**src/rtl/top.sv**
```systemverilog
// Single-precision FP unit: add/sub/mul/flt/sgnj in 2 cycles, iterative div/sqrt in 6 cycles.
// Define TOP_FSQRT_EN to build the square-root datapath; otherwise fsqrt returns qNaN after 2 cycles.
//
// state | meaning
// IDLE  | waiting for a request
// EXEC  | short op: result computed into res_q
// ITER  | div/sqrt: 5 quotient/root bits per cycle
// FIN   | drive y/ovf and pulse out_valid
module top (
  input  logic        clk,
  input  logic        rstn,
  input  logic [7:0]  opcode,
  input  logic [31:0] x1,
  input  logic [31:0] x2,
  output logic [31:0] y,
  output logic        ovf,
  output logic        out_valid
);

  localparam logic [31:0] QNAN    = 32'h7FC0_0000;
  localparam logic [2:0]  OP_ADD  = 3'd0;
  localparam logic [2:0]  OP_SUB  = 3'd1;
  localparam logic [2:0]  OP_MUL  = 3'd2;
  localparam logic [2:0]  OP_DIV  = 3'd3;
  localparam logic [2:0]  OP_SQRT = 3'd4;
  localparam logic [2:0]  OP_FLT  = 3'd5;
  localparam logic [2:0]  OP_SGNJ = 3'd6;

  typedef enum logic [1:0] {S_IDLE, S_EXEC, S_ITER, S_FIN} state_t;

  state_t      state_q, state_d;
  logic        accept, exec_en, iter_en, fin_en;
  logic        req_valid, req_long, long_op;
  logic [2:0]  req_op, op_q, cnt_q;
  logic [31:0] a_q, b_q, res_q;
  logic        res_ovf_q;
  logic [24:0] q_q;
  logic [27:0] rem_q;
  logic [23:0] x1m;

  function automatic logic [32:0] pack(input logic s, input logic [9:0] e, input logic [22:0] f);
    if (e[9] || e == 10'd0)
      pack = {1'b0, s, 31'd0};
    else if (e >= 10'd255)
      pack = {1'b1, s, 8'hFF, 23'd0};
    else
      pack = {1'b0, s, e[7:0], f};
  endfunction

  always_comb begin
    req_valid = 1'b0;
    req_op    = OP_ADD;
    for (int i = 6; i >= 0; i--) begin
      if (opcode[i]) begin
        req_valid = 1'b1;
        req_op    = 3'(i);
      end
    end
  end

`ifdef TOP_FSQRT_EN
  assign req_long = (req_op == OP_DIV) || (req_op == OP_SQRT);
  assign long_op  = (op_q == OP_DIV) || (op_q == OP_SQRT);
`else
  assign req_long = (req_op == OP_DIV);
  assign long_op  = (op_q == OP_DIV);
`endif

  always_ff @(posedge clk) begin
    if (rstn) state_q <= S_IDLE;
    else      state_q <= state_d;
  end

  always_comb begin
    state_d = state_q;
    case (state_q)
      S_IDLE:  if (req_valid) state_d = req_long ? S_ITER : S_EXEC;
      S_EXEC:  state_d = S_FIN;
      S_ITER:  if (cnt_q == 3'd0) state_d = S_FIN;
      S_FIN:   state_d = S_IDLE;
      default: state_d = S_IDLE;
    endcase
  end

  always_comb begin
    accept  = (state_q == S_IDLE) && req_valid;
    exec_en = (state_q == S_EXEC);
    iter_en = (state_q == S_ITER);
    fin_en  = (state_q == S_FIN);
  end

  // Unpacked operands; denormals flush to zero through a zero mantissa.
  logic        sa, sb, za, zb, na, nb;
  logic [7:0]  ea, eb;
  logic [23:0] ma, mb;
  assign sa = a_q[31];
  assign sb = b_q[31];
  assign ea = a_q[30:23];
  assign eb = b_q[30:23];
  assign za = (ea == 8'd0);
  assign zb = (eb == 8'd0);
  assign na = (ea == 8'hFF);
  assign nb = (eb == 8'hFF);
  assign ma = za ? 24'd0 : {1'b1, a_q[22:0]};
  assign mb = zb ? 24'd0 : {1'b1, b_q[22:0]};
  assign x1m = (x1[30:23] == 8'd0) ? 24'd0 : {1'b1, x1[22:0]};

  // Add/sub: 24 guard bits keep alignment exact up to a 24-bit shift; beyond that a sticky bit
  // keeps the truncated subtraction from rounding up.
  logic        sb_eff, sg, ss;
  logic [7:0]  eg, es, d;
  logic [23:0] mg, ms;
  logic [48:0] wide_g, wide_s, sum, norm;
  logic [5:0]  lz;
  logic [9:0]  add_exp;
  always_comb begin
    sb_eff = sb ^ (op_q == OP_SUB);
    if ({ea, ma[22:0]} >= {eb, mb[22:0]}) begin
      sg = sa; eg = ea; mg = ma; ss = sb_eff; es = eb; ms = mb;
    end else begin
      sg = sb_eff; eg = eb; mg = mb; ss = sa; es = ea; ms = ma;
    end
    d         = eg - es;
    wide_g    = {1'b0, mg, 24'd0};
    wide_s    = {1'b0, ({ms, 24'd0} >> d)};
    wide_s[0] = wide_s[0] | ((d > 8'd24) && (ms != 24'd0));
    sum       = (sg != ss) ? (wide_g - wide_s) : (wide_g + wide_s);
    lz        = 6'd0;
    for (int i = 0; i < 49; i++)
      if (sum[i]) lz = 6'(48 - i);
    norm    = sum << lz;
    add_exp = {2'b00, eg} + 10'd1 - {4'd0, lz};
  end

  logic [47:0] prod;
  logic [9:0]  mul_exp;
  assign prod    = {24'd0, ma} * {24'd0, mb};
  assign mul_exp = {2'b00, ea} + {2'b00, eb} + {9'd0, prod[47]} - 10'd127;

  logic        flt_sa, flt_sb, flt_lt;
  logic [30:0] ka, kb;
  always_comb begin
    flt_sa = za ? 1'b0 : sa;
    flt_sb = zb ? 1'b0 : sb;
    ka     = za ? 31'd0 : a_q[30:0];
    kb     = zb ? 31'd0 : b_q[30:0];
    if (flt_sa != flt_sb) flt_lt = flt_sa;
    else if (flt_sa)      flt_lt = (ka > kb);
    else                  flt_lt = (ka < kb);
  end

  logic [32:0] simple_res;
  always_comb begin
    simple_res = {1'b0, QNAN};
    case (op_q)
      OP_ADD, OP_SUB: begin
        if (na || nb)          simple_res = {1'b0, QNAN};
        else if (sum == 49'd0) simple_res = 33'd0;
        else                   simple_res = pack(sg, add_exp, norm[47:25]);
      end
      OP_MUL: begin
        if (na || nb)      simple_res = {1'b0, QNAN};
        else if (za || zb) simple_res = {1'b0, sa ^ sb, 31'd0};
        else simple_res = pack(sa ^ sb, mul_exp, prod[47] ? prod[46:24] : prod[45:23]);
      end
      OP_FLT: begin
        if (na || nb) simple_res = {1'b0, QNAN};
        else          simple_res = {32'd0, flt_lt};
      end
      OP_SGNJ: simple_res = {1'b0, b_q[31], a_q[30:0]};
      default: simple_res = {1'b0, QNAN};
    endcase
  end

  // Restoring divide: 25 quotient bits, integer bit first.
  logic [27:0] div_rem;
  logic [24:0] div_q;
  always_comb begin
    div_rem = rem_q;
    div_q   = q_q;
    for (int k = 0; k < 5; k++) begin
      if (div_rem >= {4'd0, mb}) begin
        div_rem = div_rem - {4'd0, mb};
        div_q   = {div_q[23:0], 1'b1};
      end else begin
        div_q   = {div_q[23:0], 1'b0};
      end
      div_rem = {div_rem[26:0], 1'b0};
    end
  end

  logic [9:0]  div_exp;
  logic [32:0] iter_res;
  assign div_exp = {2'b00, ea} - {2'b00, eb} + 10'd126 + {9'd0, q_q[24]};

`ifdef TOP_FSQRT_EN
  logic [49:0] rad_q, sq_rad;
  logic [27:0] sq_rem, sq_trial;
  logic [24:0] sq_q;
  logic [7:0]  sqrt_exp;
  logic [24:0] x1_rad;
  always_comb begin
    sq_rem = rem_q;
    sq_q   = q_q;
    sq_rad = rad_q;
    for (int k = 0; k < 5; k++) begin
      sq_rem   = {sq_rem[25:0], sq_rad[49:48]};
      sq_rad   = {sq_rad[47:0], 2'b00};
      sq_trial = {1'b0, sq_q, 2'b01};
      if (sq_rem >= sq_trial) begin
        sq_rem = sq_rem - sq_trial;
        sq_q   = {sq_q[23:0], 1'b1};
      end else begin
        sq_q   = {sq_q[23:0], 1'b0};
      end
    end
  end
  // Odd unbiased exponent (even biased) doubles the radicand so the root exponent is exact.
  assign x1_rad   = x1[23] ? {1'b0, x1m} : {x1m, 1'b0};
  assign sqrt_exp = {1'b0, ea[7:1]} + 8'd63 + {7'd0, ea[0]};
`endif

  always_comb begin
    iter_res = {1'b0, QNAN};
`ifdef TOP_FSQRT_EN
    if (op_q == OP_SQRT) begin
      if (na)      iter_res = {1'b0, QNAN};
      else if (za) iter_res = {1'b0, sa, 31'd0};
      else if (sa) iter_res = {1'b0, QNAN};
      else         iter_res = {2'b00, sqrt_exp, q_q[23:1]};
    end else
`endif
    begin
      if (na || nb)  iter_res = {1'b0, QNAN};
      else if (zb)   iter_res = za ? {1'b0, QNAN} : {1'b1, sa ^ sb, 8'hFF, 23'd0};
      else if (za)   iter_res = {1'b0, sa ^ sb, 31'd0};
      else iter_res = pack(sa ^ sb, div_exp, q_q[24] ? q_q[23:1] : q_q[22:0]);
    end
  end

  always_ff @(posedge clk) begin
    if (rstn) begin
      op_q      <= OP_ADD;
      a_q       <= 32'd0;
      b_q       <= 32'd0;
      cnt_q     <= 3'd0;
      q_q       <= 25'd0;
      rem_q     <= 28'd0;
`ifdef TOP_FSQRT_EN
      rad_q     <= 50'd0;
`endif
      res_q     <= 32'd0;
      res_ovf_q <= 1'b0;
      y         <= 32'd0;
      ovf       <= 1'b0;
      out_valid <= 1'b0;
    end else begin
      out_valid <= fin_en;
      if (accept) begin
        op_q  <= req_op;
        a_q   <= x1;
        b_q   <= x2;
        cnt_q <= 3'd4;
        q_q   <= 25'd0;
`ifdef TOP_FSQRT_EN
        rem_q <= (req_op == OP_SQRT) ? 28'd0 : {4'd0, x1m};
        rad_q <= {x1_rad, 25'd0};
`else
        rem_q <= {4'd0, x1m};
`endif
      end
      if (iter_en) begin
        if (cnt_q != 3'd0) cnt_q <= cnt_q - 3'd1;
`ifdef TOP_FSQRT_EN
        if (op_q == OP_SQRT) begin
          q_q   <= sq_q;
          rem_q <= sq_rem;
          rad_q <= sq_rad;
        end else begin
          q_q   <= div_q;
          rem_q <= div_rem;
        end
`else
        q_q   <= div_q;
        rem_q <= div_rem;
`endif
      end
      if (exec_en) begin
        res_q     <= simple_res[31:0];
        res_ovf_q <= simple_res[32];
      end
      if (fin_en) begin
        if (long_op) begin
          y   <= iter_res[31:0];
          ovf <= iter_res[32];
        end else begin
          y   <= res_q;
          ovf <= res_ovf_q;
        end
      end
    end
  end

  logic unused_bits;
  assign unused_bits = ^{opcode[7], norm[48], norm[24:0], prod[22:0]};

endmodule

```
**config.mk**
```make
export PLATFORM = sky130hd
export DESIGN_NAME = top
export DESIGN_NICKNAME = d
export VERILOG_FILES = /design/src/rtl/top.sv
export SDC_FILE = /design/constraint.sdc
export NUM_CORES = 2
export LEC_CHECK = 0
export CAP_MARGIN = 0
export CORE_MARGIN = 2
export CORE_UTILIZATION = 60
export CTS_BUF_LIST = sky130_fd_sc_hd__clkbuf_16
export DETAILED_ROUTE_END_ITERATION = 12
export PLACE_DENSITY = 0.79
export SLEW_MARGIN = 20
export SYNTH_ARGS = -nofsm -noshare
export SYNTH_HDL_FRONTEND = slang
export SYNTH_SLANG_ARGS = --single-unit
```
**constraint.sdc**
```tcl
create_clock -name clk -period 28.9 [get_ports clk]
set_clock_uncertainty 0.05 [all_clocks]
set_input_delay 4.335 -clock clk [delete_from_list [all_inputs] [get_ports clk]]
set_output_delay 4.335 -clock clk [all_outputs]
set_load 0.01 [all_outputs]
```
Word-level counts from Yosys, hierarchy flattened. Index checks and enable logic that the tools add are counted.

Flip-flop bits (word level): 192. Input port bits: 74. Output and inout port bits: 34. Word-level logic and storage cells: 206.

Shift-type cells: 2. Mux-type cells: 120. Reduce and logical (&&, ||, !) cells: 23. Bitwise operators: 3. Multiply operators: 1. $lt $le $gt $ge: 12. $add $sub $neg: 17. Eq/ne operators: 15.

Operators by type and width (number): 33-bit 2-to-1 mux (14); 6-bit 2-to-1 mux (49); 28-bit by 24-bit >= comparator with 1-bit output (5); 27-bit 2-to-1 mux (5); 27-bit by 24-bit subtractor with 27-bit output (5); 33-bit case mux with 4 select lines (1); 24-bit 2-to-1 mux (5); 31-bit 2-to-1 mux (3); 28-bit 2-to-1 mux (2); 25-bit 2-to-1 mux (2); 48-bit by 48-bit adder with 49-bit output (1); 49-bit zero test (1); 49-bit 2-to-1 mux (1); 49-bit by 6-bit left shift with 48-bit output (1); 48-bit by 48-bit subtractor with 49-bit output (1); 24-bit by 24-bit multiplier with 48-bit output (1); 48-bit by 8-bit right shift with 48-bit output (1); 23-bit 2-to-1 mux (2); 32-bit 2-to-1 mux (1); 31-bit >= comparator (1); 31-bit greater-than comparator (1); 31-bit less-than comparator (1); 10-bit by 8-bit >= comparator with 1-bit output (second input constant) (3); 10-bit zero test (3); 37 further kinds (83).

Logic depth before layout (Yosys ltp).
Word-level depth: 66. Gate-level depth with buffers: 113. Depth with buffers taken out: 102.

Worst setup path before layout. Ideal clock, no wire load.

Path type: register to register. Start: reg b_q[23]. End: reg rem_q[11]. Arrival time: 22.782 ns. Cell stages (with the launch flop): 114. Library setup time: 0.132 ns. Period minus slack after synthesis: 22.964 ns. Required time: 28.718 ns. Setup slack: 5.936 ns. Path buffers: 16. Cells stage by stage: dfxtp_1 or4_4 or2_2 clkbuf_1 clkbuf_1 clkbuf_1 clkbuf_1 clkbuf_1 nand2_1 ha_1 a21oi_1 o21ai_0 a21oi_1 o21ai_0 a21oi_1 o221a_2 o21ai_0 a21oi_1 (+78 left out) a21o_1 a21o_1 a21o_1 a21o_1 a21o_1 a21oi_1 nor2b_1 o31ai_1 a2111oi_0 o21a_1 nor2_1 o21a_1 and3b_1 clkbuf_1 buf_1 mux2_2 a221oi_1 nor3_1.

Longest elaborated chain between the ends: 13. Elaborated cells on any way between the ends: 18. Classes of those cells: 5 x add/sub; 5 x order compare; 7 x mux; 1 x reduce/logical.

RTL lines: start: declaration (line 35) `logic [31:0] a_q, b_q, res_q;`; start signal: assignment (line 245) `b_q <= 32'd0;`; start signal: assignment (line 262) `b_q <= x2;`; 8-bit zero test * (line 101) `assign zb = (eb == 8'd0);`; 24-bit 2-to-1 mux * (line 105) `assign mb = zb ? 24'd0 : {1'b1, b_q[22:0]};`; 27-bit by 24-bit subtractor with 27-bit output or 28-bit by 24-bit >= comparator with 1-bit output (tied branches) (line 183, 182); 27-bit 2-to-1 mux (line 182) `if (div_rem >= {4'd0, mb}) begin`; 27-bit by 24-bit subtractor with 27-bit output or 28-bit by 24-bit >= comparator with 1-bit output (tied branches) (line 183, 182); 27-bit 2-to-1 mux (line 182); 27-bit by 24-bit subtractor with 27-bit output or 28-bit by 24-bit >= comparator with 1-bit output (tied branches) (line 183, 182); 27-bit 2-to-1 mux (line 182); 27-bit by 24-bit subtractor with 27-bit output or 28-bit by 24-bit >= comparator with 1-bit output (tied branches) (line 183, 182); 27-bit 2-to-1 mux (line 182); 27-bit by 24-bit subtractor with 27-bit output or 28-bit by 24-bit >= comparator with 1-bit output (tied branches) (line 183, 182); 27-bit 2-to-1 mux * (line 182); 28-bit 2-to-1 mux * (line 272) `if (iter_en) begin`; end signal: assignment (line 269) `rem_q <= {4'd0, x1m};`; end signal: assignment (line 285) `rem_q <= div_rem;`; end: declaration (line 38) `logic [27:0] rem_q;`.

Mark *: on every way between the ends. The rest lies on a longest branch, timed or not. A chain may end at the register's enable or synchronous reset.

Final worst setup path.
Start: reg b_q[23]. End: reg rem_q[6].

Same word-level chain as after synthesis.

==> results.py <==
metrics = {
    "clock_network": {
        "clock_sinks": 192,
        "clk_path_buf_depth": 2,
        "postCtsSetupBuffers": 0,
        "h-tree-depth": 4,
        "insertion_delay_ps": 530,
        "cts_buffers": 17,
        "hold_buffers": 0,
        "clk_transition_reported_paths_ps": 100,
        "root_buffer": "clkbuf_16",
        "tritoncts": "done",
        "post_cts_resized": 0,
    },
    "detailed_routing": {
        "first_pass_iters": 10,
        "vias_per_cell": 6.50,
        "vias": 45596,
        "post_drt_wl_per_cell_um": 24.0,
        "drt.antenna.violating_nets": 0,
        "initialDrtViolationCount": 5878,
        "drc_errors": 0,
        "routed_wirelength_mm": 168,
    },
    "floorplanning": {
        "core_um2": 77500,
        "ios": 108,
        "die_area_um2": 80600,
        "die_h_um": 284,
        "rows": 102,
        "start_util_pct": 60.7,
        "die_w_um": 284,
    },
    "final_layout": {
        "final_nets": 6959,
        "layout.cells.non_filler": 7020,
        "drive_gt1_share_pct": 6.56,
        "regArea_um2": 3840,
        "layout_commonest_cell": "nand2_1",
        "n_fill_cell": 6789,
        "multiInputGateArea_um2": 39000,
        "syn_to_final_growth_pct": 5.34,
        "final_cell_mix": "797 x nand2_1, 733 x inv_1, 487 x fa_1",
    },
    "critical_path": {
        "max_stage_delay_ps": 690,
        "cp_common_cell": "o21a_1",
        "cp_max_fo": 44,
        "critPathBufInv": 9,
        "crit_slowest_cell": "or2_2",
        "crit_required_ps": 29220,
        "cp_top_family": "compound AO/OA/AOI/OAI gates",
        "crit_arrival_ps": 25540,
        "worstSetupPathType": "flip-flop to flip-flop",
        "worstSetupStartpointType": "flip-flop",
        "end_kind": "flip-flop",
    },
    "synthesis": {
        "synthAdderAreaFrac_pct": 32.4,
        "synth_area_um2": 47000,
        "synth_top_family_by_area": "adder cells",
        "synthTopCellsByArea": "fa_1 21%, ha_1 12%, dfxtp_1 8.2%",
        "synth_seq_cells": 192,
        "synth_area_leader_cell": "fa_1",
        "synthArstFlopShare_pct": 0,
        "synth.area.mux_share_pct": 7.20,
        "synth_xor_xnor_area_share_pct": 3.35,
        "synth-compound-area-share_pct": 18.8,
        "synth_nets": 7078,
        "ys_warn_count": 0,
        "synth_edf_count": 0,
        "synth-seq-area-share_pct": 8.18,
        "ys.flop_type": "dfxtp_1",
        "yosys.area_share.simple_pct": 21.1,
        "synthCells": 6081,
        "syn_avg_cell_area_um2": 7.73,
        "synth_top_area_share_pct": 20.7,
        "synth.distinct_cells": 118,
    },
    "place": {
        "io_buffers": 106,
        "hpwlAfterDp_mm": 129,
        "placedCellCount": 6983,
        "gp_congestion": 1.08,
    },
    "grt": {
        "grt_max_degree": 84,
        "grt_overflow_total": 0,
        "grt_antenna_before_repair": 12,
        "grt_use_total_pct": 41.3,
        "grt_pass1_wl_mm": 257,
        "grt_pass1_vias": 43693,
    },
    "timing": {
        "max_freq_mhz": 39.6,
        "finalMaxSlewViolations": 0,
        "max_slew.worst_pin.slew_ps": 1300,
        "slew_headroom_pct": 13.1,
        "setup_violations": 0,
        "period_share_pct": 87.3,
        "grt_setup_unrepaired": "false",
        "holdWs_ps": 421,
        "tns_ps": 0,
        "fin_crit_ps": 25220,
        "hold_violations": 0,
    },
    "hold_path": {
        "min_path_type": "flip-flop to flip-flop",
    },
    "flow_run": {
        "max_cap_viol_count": 0,
    },
    "status": {
        "status": "complete, no violations",
    },
}
==> layout make-up <==
class                      count  area share (%)
tap                         1040            2.63
clock inverter                15           0.452
antenna                        5          0.0253
timing repair buffer         219            3.86
inverter                     737            5.59
sequential                   192            7.76
clock buffer                  17           0.859
multi-input combinational   4795            78.8
==> stage by stage <==
stage	util, %	instance area (um^2)	setup WS [ps]
6_report	63.9	49500	3680
5_1_grt	63.9	49500	2290
3_5_place_dp	63.1	48800	4400
2_1_floorplan	-	47000	5940
3_3_place_gp	63.1	48800	4570
4_1_cts	63.9	49500	4290
==> worst register-to-register path, delay by kind of cell, from the launching register on <==
family	cells	cell delay, ps
DFF	1	610
adders and majority gates	6	2160
AOI/OAI and AO/OA	65	14750
buffers and inverters	9	2140
and+or+nand+nor	20	4250
muxes	3	1160
==> synth_stat cells (33+ instances only) <==
library cell,n
nand4_1,47
inv_1,733
o211ai_1,64
o21bai_1,39
a21oi_1,377
nand2b_1,55
nor3_1,149
o21a_1,58
o21ai_0,219
nor2b_1,43
a221oi_1,41
xor2_1,60
dfxtp_1,192
and2_1,188
o31ai_1,33
nand2_1,799
clkbuf_1,296
mux2i_1,148
ha_1,436
mux2_2,111
a211oi_1,55
fa_1,487
o22ai_1,33
and3_1,121
xnor2_1,120
a21o_1,124
nor2_1,415
nand3_1,85
or3_1,47
==> per-layer routing <==
| layer | routed length, um | track usage [%] | up-vias | part of all wire (%) |
|---|---|---|---|---|
| li1 | - | - | 20442 | - |
| met1 | 65400 | 53.9 | 21913 | 39 |
| met5 | 161 | 0 | - | 0.096 |
| met4 | 11800 | 24.3 | 14 | 7.0 |
| met2 | 70700 | 61.4 | 2668 | 42 |
| met3 | 20300 | 10.8 | 559 | 12 |
==> cells by family (layout without fill, tap and decap cells) <==
logic type,after synthesis,after routing
other,0,5
xor gates and xnor gates,180,180
muxes,289,289
buffers and inverters,1094,988
DFF,192,192
adders and majority gates,924,924
and+or+nand+nor,2081,2081
AOI/OAI and AO/OA,1321,1321
==> registers in the layout, indices dropped and copies added, names as in the netlist <==
register	count
a_q	32
b_q	32
res_q	32
y	32
rem_q	28
q_q	25
cnt_q	3
op_q	3
state_q	2
out_valid	1
ovf	1
res_ovf_q	1
==> final timing paths <==
kind,start,endpoint,slack [ps],cells past startpoint
max,b_q[23]$_SDFFE_PP0P_,rem_q[6]$_SDFFE_PP0P_,3680,103
min reg2reg,cnt_q[0]$_SDFF_PP0_,cnt_q[0]$_SDFF_PP0_,420,2
max reg2reg,b_q[23]$_SDFFE_PP0P_,rem_q[6]$_SDFFE_PP0P_,3680,103
min,cnt_q[0]$_SDFF_PP0_,cnt_q[0]$_SDFF_PP0_,420,2
Power is not shown: default switching activity piles up to over one toggle a cycle in this logic, so the estimate is an artifact.
